--- config.mk ---
export PLATFORM = sky130hd
export DESIGN_NAME = bitwise_logic_unit
export DESIGN_NICKNAME = d
export VERILOG_FILES = /design/src/rtl/bitwise_logic_unit.sv
export SDC_FILE = /design/constraint.sdc
export NUM_CORES = 1
export LEC_CHECK = 0
export BUFFER_PORTS_ARGS = -buffer_cell sky130_fd_sc_hd__buf_2
export CAP_MARGIN = 20
export CORE_UTILIZATION = 55
export CTS_CLUSTER_SIZE = 20
export DETAILED_ROUTE_END_ITERATION = 8
export GPL_ROUTABILITY_DRIVEN = 1
export PLACE_DENSITY = 0.87
export SYNTH_ARGS = -nofsm -noshare
export SYNTH_HDL_FRONTEND = slang
export SYNTH_SLANG_ARGS = --single-unit
--- constraint.sdc ---
create_clock -name clock -period 6.4 [get_ports clock]
set_clock_uncertainty 0.2 [all_clocks]
set_input_delay 1.28 -clock clock [delete_from_list [all_inputs] [get_ports clock]]
set_output_delay 1.28 -clock clock [all_outputs]
set_load 0.05 [all_outputs]
--- src/rtl/bitwise_logic_unit.sv ---
`default_nettype none
// ============================================================================
// Module      : bitwise_logic_unit
// Description : Pipelined bitwise logic unit for the ALU datapath. Applies
//               one of eight bitwise operations to two WIDTH-bit operands.
//               Two accumulate modes (OR-reduce, AND-reduce) fold a burst of
//               operand pairs into a single result. Results leave through one
//               registered output stage with a valid/ready handshake.
// Ports       : clock, reset (async, active-low)
//               in_valid/in_ready             - operand beat handshake
//               data_operandA/B, ctrl_op      - operands, operation select
//               in_last                       - last beat of accumulate burst
//               out_valid/out_ready           - result handshake
//               result, result_zero           - result and its zero flag
//               result_beats                  - beats folded into result
// Revision    : 1.0 - initial release
// ============================================================================
module bitwise_logic_unit #(
    parameter int WIDTH = 32,
    parameter int CNT_W = 8
) (
    input  logic             clock,
    input  logic             reset,
    input  logic             in_valid,
    output logic             in_ready,
    input  logic [WIDTH-1:0] data_operandA,
    input  logic [WIDTH-1:0] data_operandB,
    input  logic [2:0]       ctrl_op,
    input  logic             in_last,
    output logic             out_valid,
    input  logic             out_ready,
    output logic [WIDTH-1:0] result,
    output logic             result_zero,
    output logic [CNT_W-1:0] result_beats
);

    localparam logic [0:0] c_st_idle  = 1'b0;
    localparam logic [0:0] c_st_accum = 1'b1;

    localparam logic [2:0] c_op_and  = 3'b000;
    localparam logic [2:0] c_op_or   = 3'b001;
    localparam logic [2:0] c_op_xor  = 3'b010;
    localparam logic [2:0] c_op_nor  = 3'b011;
    localparam logic [2:0] c_op_andn = 3'b100;
    localparam logic [2:0] c_op_orn  = 3'b101;
    localparam logic [2:0] c_op_acco = 3'b110;
    localparam logic [2:0] c_op_acca = 3'b111;

    localparam logic [CNT_W-1:0] c_cnt_one = CNT_W'(1);
    localparam logic [CNT_W-1:0] c_cnt_max = '1;

    logic [0:0]       r_state;
    logic             r_mode_and;   // latched accumulate mode: 0 = OR, 1 = AND
    logic [WIDTH-1:0] r_acc;
    logic [CNT_W-1:0] r_cnt;
    logic             r_out_valid;
    logic [WIDTH-1:0] r_result;
    logic             r_result_zero;
    logic [CNT_W-1:0] r_result_beats;

    logic             w_in_ready;
    logic             w_accept;
    logic             w_is_acc_op;
    logic [WIDTH-1:0] w_idle_term;
    logic [WIDTH-1:0] w_burst_term;
    logic [WIDTH-1:0] w_folded;
    logic [CNT_W-1:0] w_cnt_inc;
    logic             w_produce;
    logic             w_start_burst;
    logic [WIDTH-1:0] w_load_value;
    logic [CNT_W-1:0] w_load_beats;

    // Ready depends only on the output stage so upstream never sees a
    // combinational path from its own valid/data back to ready.
    assign w_in_ready  = !r_out_valid || out_ready;
    assign w_accept    = in_valid && w_in_ready;
    assign w_is_acc_op = (ctrl_op == c_op_acco) || (ctrl_op == c_op_acca);

    always_comb begin
        w_idle_term = '0;
        case (ctrl_op)
            c_op_and:  w_idle_term = data_operandA & data_operandB;
            c_op_or:   w_idle_term = data_operandA | data_operandB;
            c_op_xor:  w_idle_term = data_operandA ^ data_operandB;
            c_op_nor:  w_idle_term = ~(data_operandA | data_operandB);
            c_op_andn: w_idle_term = data_operandA & ~data_operandB;
            c_op_orn:  w_idle_term = data_operandA | ~data_operandB;
            c_op_acco: w_idle_term = data_operandA | data_operandB;
            c_op_acca: w_idle_term = data_operandA & data_operandB;
            default:   w_idle_term = '0;
        endcase
    end

    // Inside a burst the latched mode decides the term; ctrl_op is ignored.
    assign w_burst_term = r_mode_and ? (data_operandA & data_operandB)
                                     : (data_operandA | data_operandB);
    assign w_folded     = r_mode_and ? (r_acc & w_burst_term)
                                     : (r_acc | w_burst_term);

    // Saturating beat count; the fold itself keeps running past saturation.
    assign w_cnt_inc = (r_cnt == c_cnt_max) ? r_cnt : r_cnt + c_cnt_one;

    always_comb begin
        w_produce     = 1'b0;
        w_start_burst = 1'b0;
        w_load_value  = w_idle_term;
        w_load_beats  = c_cnt_one;
        if (r_state == c_st_idle) begin
            w_produce     = w_accept && (!w_is_acc_op || in_last);
            w_start_burst = w_accept && w_is_acc_op && !in_last;
        end else begin
            w_produce    = w_accept && in_last;
            w_load_value = w_folded;
            w_load_beats = w_cnt_inc;
        end
    end

    // Burst control
    always_ff @(posedge clock or negedge reset) begin
        if (!reset) begin
            r_state    <= c_st_idle;
            r_mode_and <= 1'b0;
            r_acc      <= '0;
            r_cnt      <= '0;
        end else if (r_state == c_st_idle) begin
            if (w_start_burst) begin
                r_state    <= c_st_accum;
                r_mode_and <= ctrl_op[0];
                r_acc      <= w_idle_term;
                r_cnt      <= c_cnt_one;
            end
        end else if (w_accept) begin
            if (in_last) begin
                r_state <= c_st_idle;
            end else begin
                r_acc <= w_folded;
                r_cnt <= w_cnt_inc;
            end
        end
    end

    // Output register stage. A new result can load in the same edge the old
    // one retires because w_produce already implies out_ready when full.
    always_ff @(posedge clock or negedge reset) begin
        if (!reset) begin
            r_out_valid    <= 1'b0;
            r_result       <= '0;
            r_result_zero  <= 1'b0;
            r_result_beats <= '0;
        end else if (w_produce) begin
            r_out_valid    <= 1'b1;
            r_result       <= w_load_value;
            r_result_zero  <= (w_load_value == '0);
            r_result_beats <= w_load_beats;
        end else if (out_ready) begin
            r_out_valid <= 1'b0;
        end
    end

    assign in_ready     = w_in_ready;
    assign out_valid    = r_out_valid;
    assign result       = r_result;
    assign result_zero  = r_result_zero;
    assign result_beats = r_result_beats;

endmodule
`default_nettype wire

* Word level (Yosys, flattened, before mapping) *
Cells that the tools add are included.
W data, S select, Z words.

storage, ports and cells
  input bits = 72
  logic and storage cells = 70
  output and inout bits = 43
  register bits after elaboration = 84

cells by class
  eq/ne operators = 10
  mux-type cells = 22
  reductions and logical operators = 19
  bitwise operators = 10
  add/subtract/negate cells = 1

operator list
  kind                   number
  $mux W32               7
  $pmux W32 S6           1
  $and A32 B32 Y32       3
  $or A32 B32 Y32        3
  $not A32 Y32           2
  $mux W8                6
  $logic_not A32 Y1      1
  $xor A32 B32 Y32       1
  $eq A3 B3 Y1 const B   4
  $add A8 B1 Y8 const B  1
  $eq A8 B8 Y1 const B   1
  $mux W1                8
  $eq A3 B2 Y1 const B   2
  $logic_and A1 B1 Y1    5
  $reduce_bool A2 Y1     2
  $reduce_or A2 Y1       2
  $eq A3 B1 Y1 const B   1
  $logic_not A1 Y1       3
  $logic_not A3 Y1       1
  $logic_or A1 B1 Y1     3
  $reduce_and A3 Y1      1
  $ne A2 B1 Y1 const B   1
  $ne A2 B2 Y1 const B   1
  $reduce_and A2 Y1      1
  $not A1 Y1             1

* Logic depth before layout (Yosys ltp) *
  word-level depth = 8
  depth in mapped cells = 13
  gate-level depth less buffers = 10

* Worst setup path after synthesis *
Ideal clock, no wire load.

  kind = input -> register
  from = in ctrl_op[0]
  to = reg r_result_zero, in the netlist result_zero
  library setup time = 0.095 ns
  data required time = 6.105 ns
  stages on the path = 10
  path buffers = 2
  slack = 2.908 ns
  data arrival time = 3.197 ns
  cells stage by stage = buf_6 and2_4 buf_6 a221o_1 nor2_1 o41ai_1 nand4bb_1 nor4b_1 or4b_1 o31ai_1

between the ends
  word-level cells in the longest chain between the ends = 6
  elaborated cells on any way between the ends = 18
  classes of those cells = eq/ne (7); mux (3); reduce/logical (8)

ends and longest elaborated chain
  element                                                               line  text
  start: declaration                                                    28    input logic [2:0] ctrl_op,
  parallel branches: the longest is 6 deep, another holds $pmux W32 S6  --
  end signal: assignment                                                153   r_result_zero <= (w_load_value == '0);
  end: declaration                                                      58    logic r_result_zero;

Parallel ways; which one is timed is not known.
A chain may end at the register's enable or synchronous reset.

* Final worst setup path *
  from = in ctrl_op[2]
  to = reg r_result_zero, in the netlist result_zero

The elaborated chain is that of the path after synthesis.

==> impl_metrics.csv <==
group,metric,value,unit
outcome,status,"completed",
floorplanning,rows,43,
worst_setup_path,cp_max_fo,38,
worst_setup_path,worst-r2r-cell-count,6,
clock_tree,cts_tree,"built",
finish,insertedDiodeCount,0,
power,peakVddDrop,0.000150,V
yosys,synth_nets,1163,
grt,antenna_found_initial,0,
routing,drt_pass1_iterations,5,
run,cap_viol_max_count,0,
grt,grt_max_degree,66,
clock_tree,clockRootBuffer,"clkbuf_16",
floorplanning,start_util,56.7,%
worst_hold_path,hold_path.class,"register to register",
worst_setup_path,critPathMaxStageDelay,620,ps
clock_tree,clock-sinks,84,
clock_tree,numCtsBuffers,9,
worst_setup_path,critPathCapture,"result_zero",
yosys,synth-seq-area-share,26.5,%
finish,register_area,2100,sq um
clock_tree,clock_path_buffers,2,
yosys,syn_inst,962,
placement,io_buffers,114,
power,p_leak,4.35,nW
yosys,synthDistinctLibCells,66,
timing,setup_viol,0,
timing,fin_crit_sh,70.6,%
yosys,ys_warn_count,0,
finish,layout_common_cells,"nand2_1 (144), ha_1 (129), o21ai_0 (124), buf_2 (113), inv_1 (86)",
timing,setup_tns,0,ps
finish,syn2layout_area_growth,10.8,%
placement,place_hpwl,15500,um
yosys,synth_fa_ha_area_share,20.4,%
grt,grt_pass1_vias,7348,
yosys,yosys.area_share.xor_xnor,0.331,%
worst_setup_path,critPathRequiredTime,6460,ps
routing,num_vias,7684,
worst_setup_path,worstReg2RegStart,"r_state",
worst_setup_path,worstSetupStartpointType,"input pin",
routing,via_per_inst,6.29,
worst_setup_path,r2r_slack,3180,ps
yosys,synth_top_family_by_area,"compound AO/OA/AOI/OAI gates",
floorplanning,die_w,122,um
worst_setup_path,timing.rr.end,"result_zero",
floorplanning,io_pins,115,
routing,drc,0,
timing,final-hold-violation-count,0,
yosys,synth_flop_cell,"dfrtp_1",
finish,fin_nets,1237,
clock_tree,ctsResizeCount,0,
timing,rsz0062_at_grt,"false",
routing,drt_wl_total,22200,um
routing,postRouteAntennaNets,0,
worst_hold_path,hp-start,"result_beats[0]",
yosys,synth-simple-area-share,13.1,%
worst_setup_path,crit_path_start,"ctrl_op[2]",
grt,grt_pass1_wl,35500,um
yosys,syn_area_per_cell,8.24,sq um
timing,hold_ws,272,ps
finish,drive_gt1_share,15.5,%
finish,num-fill-cells,1187,
clock_tree,cts_hold_buf,0,
power,p_per_area,275,nW/um^2
worst_setup_path,crit_type,"input pin to register",
yosys,ys_ff_latch,84,
timing,layout_min_cycle_time,4520,ps
finish,multiInputGateArea,5110,sq um
yosys,muxShareOfSynthArea,3.85,%
clock_tree,clkTransAtPathRegs,60,ps
worst_setup_path,setup.worst_path.end_class,"register",
worst_setup_path,path_cells,"buf_2 > inv_1 > nand2_1 > o32ai_1 > o221ai_1 > nand4bb_1 > nor4b_1 > or4b_1 > o31ai_1",
grt,grt_overflow,0,
timing,max_freq,221,MHz
yosys,synth_compound_area_share,26.6,%
yosys,netlist_area,7930,sq um
yosys,async_flop_share,100,%
routing,avgRoutedWirePerCell,18.2,um
clock_tree,clk_latency,340,ps
floorplanning,core,14000,sq um
timing,slew-limit-headroom,30.7,%
timing,slew_violations,0,
clock_tree,cts_setup_buffers,0,
routing,drt_iter0_drc,777,
yosys,synth_edf_count,0,
grt,track_usage,30.2,%
placement,gp_congestion,0.899,
clock_tree,cts_max_level,3,
timing,worst_slew_pin_slew,1040,ps
floorplanning,die_y,122,um
worst_setup_path,cpMaxStageDelayCell,"buf_2",
worst_setup_path,cp_data_arrival_time,4570,ps
floorplanning,dieArea,14900,sq um
finish,final_common_cell,"nand2_1",
## cells in the mapped netlist (all sizes together), types with 4 or more instances
| master | n | area share [%] |
|---|---|---|
| o221ai | 16 | 1.8 |
| a221oi | 12 | 1.5 |
| o211ai | 7 | 0.66 |
| mux2i | 26 | 3.3 |
| mux2 | 4 | 0.57 |
| nor3 | 4 | 0.25 |
| a32oi | 12 | 1.3 |
| buf | 41 | 3.9 |
| o32a | 8 | 1.0 |
| o32ai | 10 | 1.1 |
| clkbuf | 25 | 1.2 |
| o22ai | 5 | 0.39 |
| a2bb2oi | 6 | 0.66 |
| and3 | 4 | 0.32 |
| nand2 | 144 | 6.8 |
| dfrtp | 84 | 27 |
| a221o | 5 | 0.63 |
| o21ai | 127 | 8.0 |
| ha | 129 | 20 |
| inv | 87 | 4.1 |
| a22oi | 14 | 1.3 |
| a21boi | 7 | 0.66 |
| a211oi | 5 | 0.54 |
| nand4 | 4 | 0.32 |
| nor2 | 42 | 2.0 |
| nor2b | 16 | 1.4 |
| a21oi | 60 | 3.8 |
| o31ai | 10 | 0.95 |
| nand3 | 8 | 0.50 |
## per-layer routing
metal,share of wire [%],vias up,GRT usage [%],wire (um)
met1,40,3591,37.2,8770
li1,-,3549,-,-
met5,0,-,0,0
met3,8.4,101,5.52,1870
met4,5.1,0,18.4,1130
met2,47,443,49.0,10400
## report_power, final
group | switching, W | leakage, nW | internal (W)
clock | 0.000214 | 0.151 | 0.000342
combinational | 0.000737 | 3.14 | 0.000309
sequential | 0.000118 | 1.07 | 0.000696
total | 0.00107 | 4.35 | 0.00135
## worst min-delay path by stage
stage	to	slack [ps]	cells after the start
3_5_place_dp	result_beats[0]	260	1
2_1_floorplan	r_acc[30]	240	2
4_1_cts	result_beats[0]	270	1
5_1_grt	result_beats[0]	300	1
3_3_place_gp	result_beats[0]	260	1
6_report	result_beats[0]	270	1
## layout make-up
| type | count | share of cell area, % |
|---|---|---|
| clock inverter | 4 | 0.840 |
| timing repair buffer | 129 | 8.09 |
| multi-input combinational | 725 | 58.2 |
| sequential | 84 | 23.9 |
| inverter | 87 | 3.72 |
| tap | 180 | 2.56 |
| clock buffer | 12 | 2.69 |
## through the flow
stage	total power (W)	worst slack [ps]	util (%)	cells	instance area [sq um]
finish	0.00242	1880	62.8	1221	8790
detailed placement	0.00184	1590	60.5	1204	8460
CTS	0.00240	1970	62.7	1220	8770
floorplan	0.00154	2910	-	962	7930
global placement	0.00181	1670	60.5	1204	8460
global route	0.00255	1620	62.8	1221	8790
## kinds of logic after synthesis
kind of cell    after synthesis
compound gates              325
fa+ha+maj                   129
xor+xnor                      3
simple gates                238
flops                        84
buf+inv                     153
mux                          30
## worst max-delay path, delay by kind of cell
| family | cells | cell delay, ps |
|---|---|---|
| simple gates | 4 | 1510 |
| buf+inv | 2 | 1170 |
| compound gates | 3 | 580 |
## flip-flops by register name (all words and copies together) (netlist names)
| signal | flops |
|---|---|
| r_acc | 32 |
| result | 32 |
| r_cnt | 8 |
| result_beats | 8 |
| out_valid | 1 |
| r_mode_and | 1 |
| r_state | 1 |
| result_zero | 1 |
Power figures use the tool's default switching activity.
